**src/rtl/conv_pkg.sv**
```systemverilog
// Shared types and constants for the convolutional-encoder framer.
// The optional CRC-8 trailer is selected with CONV_FRAMER_CRC_EN.
package conv_pkg;

    // Framer control states
    typedef enum logic [2:0] {
        S_IDLE,
        S_MASK0,
        S_MASK1,
        S_STALL,
        S_SHIFT,
        S_CRC,
        S_TAIL
    } state_t;

    // CRC-8 generator polynomial x^8 + x^2 + x + 1 (implicit x^8)
    localparam logic [7:0] CRC8_POLY = 8'h07;

    // Zero bits needed to flush an encoder with an n-stage shift register
    function automatic int tail_len(input int n);
        return n - 1;
    endfunction

endpackage

```
**src/rtl/conv_crc8.sv**
```systemverilog
// Bit-serial CRC-8 (poly 0x07, init 0x00, non-reflected) with a
// synchronous clear. Only instantiated when CONV_FRAMER_CRC_EN is defined.
module conv_crc8
    import conv_pkg::*;
(
    input  logic       clk,
    input  logic       reset,
    input  logic       clr,
    input  logic       en,
    input  logic       bit_in,
    output logic [7:0] crc
);

    logic feedback;

    assign feedback = crc[7] ^ bit_in;

    // Shift one message bit into the CRC register per enabled cycle
    always_ff @(posedge clk) begin
        // NOTE: sequential state is written with <= so every flop samples pre-edge values.
        if (reset || clr) begin
            crc <= 8'h00;
        end else if (en) begin
            crc <= {crc[6:0], 1'b0} ^ (feedback ? CRC8_POLY : 8'h00);
        end
    end

endmodule

```
**src/rtl/conv_framer.sv**
```systemverilog
// Frame serialiser feeding a programmable rate-1/2 convolutional encoder.
// Programs the encoder masks, shifts payload bytes MSB-first, optionally
// appends CRC-8 (CONV_FRAMER_CRC_EN), then N-1 zero tail bits. Input
// underflow freezes the encoder by rewriting mask0 with its current value.
module conv_framer
    import conv_pkg::*;
#(
    parameter int N = 6
) (
    input  logic         clk,
    input  logic         reset,
    input  logic         cfg_we,
    input  logic [N-1:0] cfg_mask0,
    input  logic [N-1:0] cfg_mask1,
    input  logic         frm_start,
    input  logic [7:0]   frm_len,
    input  logic [7:0]   s_data,
    input  logic         s_valid,
    output logic         s_ready,
    output logic         enc_data_in,
    output logic [1:0]   enc_load_mask,
    output logic [N-1:0] enc_mask,
    output logic         out_valid,
    output logic         frame_done,
    output logic         busy
);

    localparam logic [7:0] TAIL_LAST = 8'(tail_len(N) - 1);

    state_t       state;
    state_t       state_next;
    logic [N-1:0] mask0_q;
    logic [N-1:0] mask1_q;
    logic [7:0]   data_reg;     // remaining bits of the byte (or CRC) being shifted
    logic [7:0]   cnt;          // bits left after the one currently driven
    logic [8:0]   bytes_left;   // payload bytes not yet accepted
    logic         hs;
    logic [1:0]   load_mask_next;
    logic [N-1:0] mask_next;

    // A byte is only wanted in STALL or during the last bit of a byte with more to come
    assign s_ready = (state == S_STALL) ||
                     ((state == S_SHIFT) && (cnt == 8'd0) && (bytes_left != 9'd0));
    assign hs      = s_valid & s_ready;

`ifdef CONV_FRAMER_CRC_EN
    logic [7:0] crc_out;
    logic       crc_clr;
    logic       crc_en;
    logic       crc_bit;

    // CRC tracks each payload bit as it is loaded onto enc_data_in, so the
    // value is complete while the last payload bit is on the wire.
    assign crc_clr = (state == S_IDLE) && !cfg_we && frm_start;
    assign crc_en  = hs || ((state == S_SHIFT) && (cnt != 8'd0));
    assign crc_bit = hs ? s_data[7] : data_reg[7];

    conv_crc8 u_crc (
        .clk    (clk),
        .reset  (reset),
        .clr    (crc_clr),
        .en     (crc_en),
        .bit_in (crc_bit),
        .crc    (crc_out)
    );
`endif

    // Next-state decode plus the encoder control values for the next state
    always_comb begin
        // NOTE: every signal gets a default first, so no path can infer a latch.
        state_next     = state;
        load_mask_next = 2'b00;
        mask_next      = '0;

        case (state)
            S_IDLE: begin
                if (cfg_we) begin
                    state_next = S_MASK0;
                end else if (frm_start) begin
                    state_next = S_STALL;
                end
            end
            S_MASK0: state_next = S_MASK1;
            S_MASK1: state_next = S_IDLE;
            S_STALL: begin
                if (hs) begin
                    state_next = S_SHIFT;
                end
            end
            S_SHIFT: begin
                if (cnt == 8'd0) begin
                    if (bytes_left != 9'd0) begin
                        state_next = hs ? S_SHIFT : S_STALL;
                    end else begin
`ifdef CONV_FRAMER_CRC_EN
                        state_next = S_CRC;
`else
                        state_next = S_TAIL;
`endif
                    end
                end
            end
`ifdef CONV_FRAMER_CRC_EN
            S_CRC: begin
                if (cnt == 8'd0) begin
                    state_next = S_TAIL;
                end
            end
`endif
            S_TAIL: begin
                if (cnt == 8'd0) begin
                    state_next = S_IDLE;
                end
            end
            default: state_next = S_IDLE;
        endcase

        // MASK0 is entered only from IDLE on cfg_we, so the live cfg_mask0 is valid
        case (state_next)
            S_MASK0: begin
                load_mask_next = 2'b01;
                mask_next      = cfg_mask0;
            end
            S_MASK1: begin
                load_mask_next = 2'b10;
                mask_next      = mask1_q;
            end
            S_STALL: begin
                load_mask_next = 2'b01;
                mask_next      = mask0_q;
            end
            default: begin
                load_mask_next = 2'b00;
                mask_next      = '0;
            end
        endcase
    end

    // State register, datapath and registered encoder-side outputs
    always_ff @(posedge clk) begin
        if (reset) begin
            state         <= S_IDLE;
            mask0_q       <= '0;
            mask1_q       <= '0;
            data_reg      <= 8'h00;
            cnt           <= 8'd0;
            bytes_left    <= 9'd0;
            enc_data_in   <= 1'b0;
            enc_load_mask <= 2'b00;
            enc_mask      <= '0;
            out_valid     <= 1'b0;
            frame_done    <= 1'b0;
            busy          <= 1'b0;
        end else begin
            state         <= state_next;
            busy          <= (state_next != S_IDLE);
            enc_load_mask <= load_mask_next;
            enc_mask      <= mask_next;
            // A symbol leaves the encoder one cycle after its bit is driven
            out_valid     <= (state == S_SHIFT) || (state == S_CRC) || (state == S_TAIL);
            frame_done    <= (state == S_TAIL) && (cnt == 8'd0);
            enc_data_in   <= 1'b0;

            case (state)
                S_IDLE: begin
                    if (cfg_we) begin
                        mask0_q <= cfg_mask0;
                        mask1_q <= cfg_mask1;
                    end else if (frm_start) begin
                        bytes_left <= (frm_len == 8'd0) ? 9'd256 : {1'b0, frm_len};
                    end
                end
                S_STALL, S_SHIFT: begin
                    if (hs) begin
                        enc_data_in <= s_data[7];
                        data_reg    <= {s_data[6:0], 1'b0};
                        cnt         <= 8'd7;
                        bytes_left  <= bytes_left - 9'd1;
                    end else if (state == S_SHIFT) begin
                        if (cnt != 8'd0) begin
                            enc_data_in <= data_reg[7];
                            data_reg    <= {data_reg[6:0], 1'b0};
                            cnt         <= cnt - 8'd1;
                        end else if (bytes_left == 9'd0) begin
`ifdef CONV_FRAMER_CRC_EN
                            enc_data_in <= crc_out[7];
                            data_reg    <= {crc_out[6:0], 1'b0};
                            cnt         <= 8'd7;
`else
                            cnt         <= TAIL_LAST;
`endif
                        end
                    end
                end
`ifdef CONV_FRAMER_CRC_EN
                S_CRC: begin
                    if (cnt != 8'd0) begin
                        enc_data_in <= data_reg[7];
                        data_reg    <= {data_reg[6:0], 1'b0};
                        cnt         <= cnt - 8'd1;
                    end else begin
                        cnt <= TAIL_LAST;
                    end
                end
`endif
                S_TAIL: begin
                    if (cnt != 8'd0) begin
                        cnt <= cnt - 8'd1;
                    end
                end
                default: ;
            endcase
        end
    end

endmodule

```
**config.mk**
```make
export PLATFORM = sky130hd
export DESIGN_NAME = conv_framer
export DESIGN_NICKNAME = d
export VERILOG_FILES = /design/src/rtl/conv_pkg.sv /design/src/rtl/conv_crc8.sv /design/src/rtl/conv_framer.sv
export SDC_FILE = /design/constraint.sdc
export NUM_CORES = 1
export LEC_CHECK = 0
export BUFFER_PORTS_ARGS = -buffer_cell sky130_fd_sc_hd__buf_4
export CORE_UTILIZATION = 30
export CTS_CLUSTER_DIAMETER = 150
export DETAILED_ROUTE_END_ITERATION = 16
export GPL_TIMING_DRIVEN = 0
export SLEW_MARGIN = 10
export SYNTH_ARGS = -nofsm -noshare
export SYNTH_HDL_FRONTEND = slang
export SYNTH_SLANG_ARGS = --single-unit
export TNS_END_PERCENT = 5
```
**constraint.sdc**
```tcl
create_clock -name clk -period 2.7 [get_ports clk]
set_input_delay 0.405 -clock clk [delete_from_list [all_inputs] [get_ports clk]]
set_output_delay 0.405 -clock clk [all_outputs]
set_load 0.05 [all_outputs]
```
==> impl_metrics.yaml, run 1 <==
outcome:
  status: "complete, no violations"
floorplan:
  start_util_pct: 31.0
  die_w_um: 94.2
  fp.dieH_um: 94.2
  num_rows: 33
  io_pins: 46
  dieArea_mm2: 0.00887
  core_mm2: 0.00822
grt:
  grt_use_met3_pct: 2.10
  grt_use_met1_pct: 21.0
  grt_util_met2_pct: 23.2
  gr-total-overflow: 0
  groute.usage.overall_pct: 15.1
  grt-busiest-layer: "met2"
  grt_pass1_vias: 2221
  antenna_found_initial: 0
  grt_max_degree: 19
  grt_pass1_wl_mm: 10.6
timing:
  worst_pin_slew_ns: 0.859
  slew_viol_final: 0
  max_freq_ghz: 0.395
  period_share_pct: 93.8
  layout_min_cycle_time_ns: 2.53
  worst_clock_skew_ns: 0.0103
  holdWs_ns: 0.336
  relSlewSlack_pct: 42.7
  finalHoldViolCount: 0
  setup_viol: 0
cts:
  htree_levels: 2
  clock_latency_ns: 0.32
  cts_buffer_depth: 2
  numCtsBuffers: 5
  cts_tree: "built"
  cts-root-buf: "clkbuf_8"
  clock-sinks: 51
  clkTransAtPathRegs_ns: 0.10
setup_path:
  cp_data_arrival_time_ns: 2.13
  start_kind: "flop"
  r2r-end: "enc_mask[0]"
  cp.required_ns: 2.30
  worstSetupEndpointType: "output pin"
  r2r_start: "cnt[0]"
  critPathKind: "flop to output pin"
  r2r_cells: 7
  worstSetupStartpoint: "bytes_left[0]"
  worst-r2r-setup-slack_ns: 0.39
  path_max_fanout: 10
synthesis:
  synth_ff_type: "dfxtp_1"
  synth_seq_cells: 51
  yosysWarnings: 0
  ys_seq_area_share_pct: 40.1
  syn_avg_cell_area_um2: 8.38
  synthDistinctLibCells: 60
  syn_nets: 340
  synth_edf_count: 0
  async_flop_share_pct: 0
  netlist_area_mm2: 0.00255
  syn_inst: 304
power_and_ir_drop:
  power_density_mw_per_mm2: 586
  p_leak_uw: 0.00119
  vdd_drop_max_v: 0.000233
  total_power_uw: 1840
placement:
  gp_congestion: 0.873
  place_area_mm2: 0.00301
  dp.cells: 453
  port_buffers: 44
  dp_hpwl_mm: 4.69
finish:
  antenna_cells: 0
  fin_util_pct: 38.1
  finalInstanceArea_mm2: 0.00313
  final_common_cell: "dfxtp_1"
  fin_nets: 392
  regArea_mm2: 0.00102
  final_cell_mix: "dfxtp_1, buf_4, nand2_1, a21oi_1, nor3_1"
  instances_no_fill: 462
  drive_above_1_share_pct: 21.0
  area.growth.synth_to_final_pct: 22.9
  largest_reg_flops: 9
  n_fill_cell: 859
  multi_input_area_mm2: 0.00143
detailed_routing:
  wl_mm: 6.51
  drtIter0Drc: 120
  drtAntennaViolNets: 0
  wire_per_inst_um: 14.1
  vias: 2422
  drc: 0
  via_per_inst: 5.24
  dr.pass1.iters: 4
min_path:
  worstHoldPathCells: 3
  min_path_type: "primary input to flop"
  hold_end: "mask1_q[1]"
  hold_path.startpoint: "cfg_mask1[1]"
job:
  max_cap_violations: 0
[power breakdown]
| group | total [uW] | internal, uW | switching [uW] |
|---|---|---|---|
| sequential | 847 | 807 | 40.3 |
| combinational | 512 | 200 | 312 |
| clock | 477 | 193 | 284 |
| total | 1840 | 1200 | 636 |
[metrics by stage]
| step | setup TNS [ns] | setup slack (ns) |
|---|---|---|
| final | 0 | 0.169 |
| after global routing | -0.00542 | -0.00542 |
| after CTS | 0 | 0.0131 |
| after detailed placement | 0 | 0.352 |
| after global placement | 0 | 0.363 |
| after floorplan | 0 | 0.683 |
[cells in the mapped netlist (all sizes together) (2+ instances only)]
cell,number,share of area [%]
clkbuf,10,1.5
and3,4,0.98
a21oi,33,6.6
a221oi,6,2.1
o21ai,13,2.6
or4b,2,0.79
ha,3,1.5
nand3,10,2.0
buf,8,2.0
o31ai,4,1.2
nor4b,3,1.3
nor3b,5,1.7
nor2b,12,2.9
nand3b,3,0.88
a31oi,8,2.0
or3b,2,0.69
nand2b,3,0.74
or3,4,0.98
and2,4,0.98
or4,2,0.74
nor3,20,4.6
nor4,7,2.6
nor2,13,2.0
inv,7,1.0
a211oi,9,2.8
o21bai,2,0.59
dfxtp,51,40
nand2,36,5.3
and3b,2,0.69
a21o,2,0.59
o221ai,2,0.69
[layout make-up]
cell class,count,area share (%)
plain buffers,18,2.84
inverters,7,0.839
clock buffers,5,2.20
multi-input cells,228,45.5
clock inverters,3,0.919
flip-flops and latches,51,32.6
repair buffers,45,10.9
well taps,105,4.19
[repair_timing]
action	4_1_cts	5_1_grt
pin swaps	0	1
hold buffers	0	0
buffers inserted	0	1
setup endpoints to repair	1	1
resized for setup	1	3
[cells by family after synthesis]
family	count (synthesis)	share of synthesized area, %
AND/OR/NAND/NOR	132	29.7
AO/OA/AOI/OAI	89	22.7
flip-flops	51	40.1
buffers and inverters	25	4.52
adder cells (fa/ha/maj)	3	1.47
XOR/XNOR	2	0.687
multiplexers	2	0.835
[worst max-delay path, cell delays in order (launching register included)]
cell and delay [ns]:
dfxtp_1 0.34, inv_1 0.13, ha_1 0.16, nor4b_2 0.33, nand2_1 0.18, a21oi_4 0.31
inv_2 0.07, buf_6 0.15, buf_6 0.15
[worst max-delay path by stage]
stage	endpoint	slack (ns)	cells past startpoint
after floorplan	cnt[5]	0.68	7
after global placement	enc_mask[2]	0.36	7
after detailed placement	s_ready	0.35	8
after CTS	s_ready	0.01	8
after global routing	s_ready	-0.005	8
final	s_ready	0.17	8
[per-layer routing]
| metal | part of all wire, % | vias to the layer above |
|---|---|---|
| met4 | 1.6 | 0 |
| li1 | - | 1217 |
| met5 | 0 | - |
| met3 | 3.7 | 11 |
| met2 | 46 | 57 |
| met1 | 49 | 1137 |
Note: power is estimated with default switching activity, not from simulation.
==> inputs of run 2 (changes only) <==
Settings changed: ABC_AREA set to 1.
==> run 2 against run 1 <==
Effect of this change:
- design area is 1.8% lower
- cell count grew 8.9%
- clock skew shrank 0.00073 ns
- fmax grew 15%
- critical path depth unchanged
- core utilization is 0.89 points higher
- via count decreased by 4.2%
==> impl_metrics.yaml, run 2 <==
power_and_ir_drop:
  p_comb_share_pct: 32.1
  switching_power_uw: 761
  swShare_pct: 36.0
  pwr-share-clk_pct: 26.2
  intPower_uw: 1350
  p_seq_share_pct: 41.6
  vdd_drop_max_v: 0.000294
  total_power_uw: 2110
  power_density_mw_per_mm2: 687
  p_leak_uw: 0.00132
timing:
  finalHoldViolCount: 0
  worst_pin_slew_ns: 0.591
  layout_min_cycle_time_ns: 2.21
  max_freq_ghz: 0.453
  period_share_pct: 81.7
  setup_tns_ns: 0
  worst_clock_skew_ns: 0.00962
  relSlewSlack_pct: 60.4
  slew_viol_final: 0
  setup_viol: 0
  rsz0062_at_grt: "no"
cts:
  clkTransAtPathRegs_ns: 0.10
  clock_latency_ns: 0.31
  ctsResizeCount: 0
  cts-root-buf: "clkbuf_8"
  holdBufCountCts: 0
  cts_setup_buffers: 0
  cts_tree: "built"
  clock-sinks: 51
  htree_levels: 2
  numCtsBuffers: 5
  cts_buffer_depth: 2
setup_path:
  worstSetupEndpointType: "output pin"
  cp.required_ns: 2.30
  worstSetupStartpoint: "cnt[0]"
  worst-r2r-setup-slack_ns: 0.79
  r2r_start: "cnt[0]"
  r2r_cells: 14
  cp_data_arrival_time_ns: 1.80
  start_kind: "flop"
  path_max_fanout: 10
  critPathKind: "flop to output pin"
  r2r-end: "enc_mask[5]"
finish:
  multi_input_area_mm2: 0.00122
  antenna_cells: 0
  regArea_mm2: 0.00102
  largest_reg_flops: 9
  n_fill_cell: 817
  area.growth.synth_to_final_pct: 23.3
  finalInstanceArea_mm2: 0.00308
  fin_nets: 436
  fin_util_pct: 39.0
  instances_no_fill: 503
  final_cell_mix: "nand2_1, dfxtp_1, buf_4, inv_1, nor2_1"
  drive_above_1_share_pct: 20.2
  final_common_cell: "nand2_1"
detailed_routing:
  drtIter0Drc: 85
  wire_per_inst_um: 11.7
  via_per_inst: 4.61
  drtAntennaViolNets: 0
  wl_mm: 5.87
  drc: 0
  vias: 2320
  dr.pass1.iters: 4
synthesis:
  yosysWarnings: 0
  syn_nets: 384
  yosys-top-cells-area: "dfxtp_1, nand2_1, inv_1"
  synth_top_area_cell: "dfxtp_1"
  synth_edf_count: 0
  synth_ff_type: "dfxtp_1"
  yosys-top-cells-count: "nand2_1, dfxtp_1, inv_1, nor2_1, o21ai_0"
  async_flop_share_pct: 0
  syn_avg_cell_area_um2: 7.17
  yosysMostFrequentCell: "nand2_1"
  synth_seq_cells: 51
  syn_inst: 348
  synth_top_area_share_pct: 40.9
  synthDistinctLibCells: 32
  netlist_area_mm2: 0.00250
  ys_seq_area_share_pct: 40.9
placement:
  gp_congestion: 0.811
  dp.cells: 495
  port_buffers: 45
  dp_hpwl_mm: 4.37
  place_area_mm2: 0.00296
grt:
  gr-total-overflow: 0
  groute.usage.overall_pct: 14.0
  antenna_found_initial: 0
  grt_pass1_vias: 2199
  grt_pass1_wl_mm: 9.59
  grt_max_degree: 18
job:
  max_cap_violations: 0
min_path:
  hold_path.startpoint: "reset"
  hold_end: "bytes_left[2]"
  worstHoldPathCells: 2
  min_path_type: "primary input to flop"
outcome:
  status: "complete, no violations"
floorplan:
  dieArea_mm2: 0.00869
  start_util_pct: 31.6
  io_pins: 46
  die_w_um: 93.2
  num_rows: 32
  core_mm2: 0.00789
  fp.dieH_um: 93.2
[run 2: cell count changes in the layout (fill, tap and decap cells not counted), moves of 7 or more]
cell,before,now
inv_1,6,44
o21ai_0,1,33
nand2_1,36,67
nor2_1,12,34
nand3_1,10,25
nor3_1,18,3
nor2b_1,12,0
o21ai_1,12,3
a211oi_1,8,1
[run 2: final cells by class]
| cell class | count | area share (%) |
|---|---|---|
| buffer | 11 | 2.40 |
| clock buffer | 5 | 2.24 |
| clock inverter | 3 | 1.50 |
| inverter | 47 | 5.73 |
| multi-input combinational | 239 | 39.8 |
| sequential | 51 | 33.2 |
| tap | 102 | 4.15 |
| timing repair buffer | 45 | 11.0 |
[run 2: worst max-delay path by stage]
stage	end	slack [ns]	cells after the start
6_report	s_ready	0.49	8
3_3_place_gp	enc_mask[5]	0.83	14
2_1_floorplan	enc_mask[5]	0.99	14
3_5_place_dp	enc_mask[5]	0.79	14
5_1_grt	s_ready	0.33	8
4_1_cts	s_ready	0.47	8
[run 2: worst max-delay path: stages, from the launching register on]
cell     delay [ns]
dfxtp_1        0.32
inv_1          0.11
ha_1           0.22
nand2_1        0.11
nor2_2         0.17
nand3_1        0.11
nand2_2        0.11
buf_6          0.15
buf_4          0.20
[run 2: per-stage QoR]
stage	worst slack, ns	hold slack [ns]
2_1_floorplan	0.989	0.425
4_1_cts	0.471	0.292
5_1_grt	0.329	0.299
6_report	0.494	0.295
3_3_place_gp	0.832	0.437
3_5_place_dp	0.790	0.445
[run 2: cell families (layout without fill, tap and decap cells)]
group | after synthesis | count (layout) | synth area share (%)
xor gates and xnor gates | 7 | 7 | 2.46
and+or+nand+nor | 148 | 148 | 26.7
buffers and inverters | 58 | 111 | 10.0
DFF | 51 | 51 | 40.9
adders and majority gates | 3 | 3 | 1.50
AOI/OAI and AO/OA | 81 | 81 | 18.4
[run 2: power groups by stage]
stage	Sequential [uW]	Clock, uW	Combinational [uW]
2_1_floorplan	946	0	451
3_3_place_gp	895	0	675
3_5_place_dp	898	0	681
4_1_cts	881	566	685
5_1_grt	892	595	770
6_report	881	555	680
[run 2: per-layer routing]
layer	global-route usage (%)	share of wire (%)	vias to the layer above	routed length (um)
li1	-	-	1234	-
met1	17.1	47	1047	2750
met2	24.5	48	30	2840
met3	2.68	3.2	9	189
met4	4.49	1.6	0	93
met5	0	0	-	0
==> inputs of run 3 (changes only) <==
Clock period 2.7 ns to 1.95 ns, I/O delays scaled along.
==> run 3 against run 2 <==
Effect of this change:
- sequential power rose by 38%
- setup slack got worse by 0.39 ns
- routed wire length increased by 2.3%
- largest cell class unchanged
- flip-flop and latch count unchanged
- non-clock buffer count up 8
- critical path depth is 1 higher
- clock power rose by 38%
- sequential share of layout area fell by 0.96 points
- die area unchanged
- via count up 2.1%
- cell count up 1.6%
- highest routed layer unchanged
==> impl_metrics.yaml, run 3 (synthesis gave the netlist of run 2 again) <==
floorplan:
  num_rows: 32
  start_util_pct: 31.6
  core_mm2: 0.00789
  die_w_um: 93.2
  dieArea_mm2: 0.00869
  fp.dieH_um: 93.2
  io_pins: 46
timing:
  slew_viol_final: 0
  period_share_pct: 94.8
  worst_pin_slew_ns: 0.564
  max_freq_ghz: 0.541
  rsz0062_at_grt: "yes"
  setup_viol: 0
  worst_slack_ns: 0.101
  finalHoldViolCount: 0
  relSlewSlack_pct: 62.4
  worst_clock_skew_ns: 0.00970
  layout_min_cycle_time_ns: 1.85
grt:
  grt_pass1_wl_mm: 9.69
  antenna_found_initial: 0
  groute.usage.overall_pct: 14.1
  grt_pass1_vias: 2237
  gr-total-overflow: 0
  grt_max_degree: 18
cts:
  numCtsBuffers: 5
  clkTransAtPathRegs_ns: 0.09
  clock_latency_ns: 0.31
  cts_buffer_depth: 2
  holdBufCountCts: 0
  clock-sinks: 51
  cts_tree: "built"
  htree_levels: 2
  cts-root-buf: "clkbuf_8"
finish:
  area.growth.synth_to_final_pct: 27.1
  finalInstanceArea_mm2: 0.00317
  final_cell_mix: "nand2_1, buf_4, dfxtp_1, inv_1, nor2_1"
  antenna_cells: 0
  largest_reg_flops: 9
  drive_above_1_share_pct: 24.0
  fin_nets: 444
  final_common_cell: "nand2_1"
placement:
  port_buffers: 45
  place_area_mm2: 0.00296
  dp_hpwl_mm: 4.37
  dp_slack_ns: 0.0401
  gp_congestion: 0.811
min_path:
  hold_path.startpoint: "reset"
  hold_end: "bytes_left[2]"
  min_path_type: "primary input to flop"
  worstHoldPathCells: 2
detailed_routing:
  drc: 0
  wl_met3_um: 194
  wire_per_inst_um: 11.7
  drtAntennaViolNets: 0
  top_layer: "met4"
  dr.pass1.iters: 4
  met1_length_mm: 2.77
  vias: 2368
  via_per_inst: 4.63
  wl_mm: 6.00
  wl_met2_mm: 2.94
  drtIter0Drc: 106
setup_path:
  start_kind: "flop"
  cp.required_ns: 1.66
  critPathKind: "flop to output pin"
  r2r-end: "enc_mask[5]"
  r2r_cells: 16
  r2r_start: "bytes_left[0]"
  cp_data_arrival_time_ns: 1.56
  worstSetupEndpointType: "output pin"
  worst-r2r-setup-slack_ns: 0.13
  path_max_fanout: 5
power_and_ir_drop:
  p_leak_uw: 0.00137
  power_density_mw_per_mm2: 952
  vdd_drop_max_v: 0.000403
outcome:
  status: "complete, no violations"
job:
  max_cap_violations: 0
## run 3: worst max-delay path by stage
stage | from | end | cells after the start
4_1_cts | bytes_left[0] | s_ready | 9
3_3_place_gp | cnt[0] | enc_mask[5] | 14
6_report | bytes_left[0] | s_ready | 9
5_1_grt | cnt[0] | enc_mask[5] | 15
3_5_place_dp | cnt[0] | enc_mask[5] | 14
2_1_floorplan | cnt[0] | enc_mask[5] | 14
## run 3: metrics by stage
step | instances | hold slack, ns | TNS [ns] | power [uW] | utilization, %
floorplan | 348 | 0.368 | 0 | 1930 | -
global placement | 495 | 0.437 | 0 | 2170 | 37.5
detailed placement | 495 | 0.445 | 0 | 2190 | 37.5
CTS | 507 | 0.179 | 0 | 2980 | 39.5
global route | 511 | 0.187 | -0.0845 | 3220 | 40.2
finish | 511 | 0.184 | 0 | 3020 | 40.2
## run 3: critical path: stages (launching register included)
cell and delay, ns:
dfxtp_2 0.34, inv_2 0.09, ha_1 0.15, nand2_1 0.05, nor2_1 0.09, nand2_1 0.08
nand3_1 0.09, nand2_2 0.08, buf_6 0.13, buf_8 0.14
## run 3: layout make-up
| type | count | area (um^2) |
|---|---|---|
| multi-input combinational | 239 | 1250 |
| buffer | 11 | 73.8 |
| timing repair buffer | 53 | 405 |
| sequential | 51 | 1020 |
| clock buffer | 5 | 68.8 |
| inverter | 47 | 176 |
| fill | 807 | 4720 |
| tap | 102 | 128 |
| clock inverter | 3 | 46.3 |
## run 3: routing by layer
| metal | track usage [%] | vias up |
|---|---|---|
| li1 | - | 1255 |
| met1 | 17.1 | 1074 |
| met2 | 24.8 | 30 |
| met3 | 2.76 | 9 |
| met4 | 5.00 | 0 |
| met5 | 0 | - |
## run 3: what timing repair did
action | 4_1_cts | 5_1_grt
setup buffers | 4 | 4
pin swaps | 1 | 2
hold endpoints to repair | 0 | 0
endpoints found under the setup margin | 1 | 25
gates resized for setup | 4 | 10
## run 3: report_power, final
group	internal (uW)	total, uW	switching [uW]	leakage (uW)
Combinational	390	1030	639	0.000898
Sequential	1160	1220	65.1	0.000418
Clock	387	767	380	0.0000548
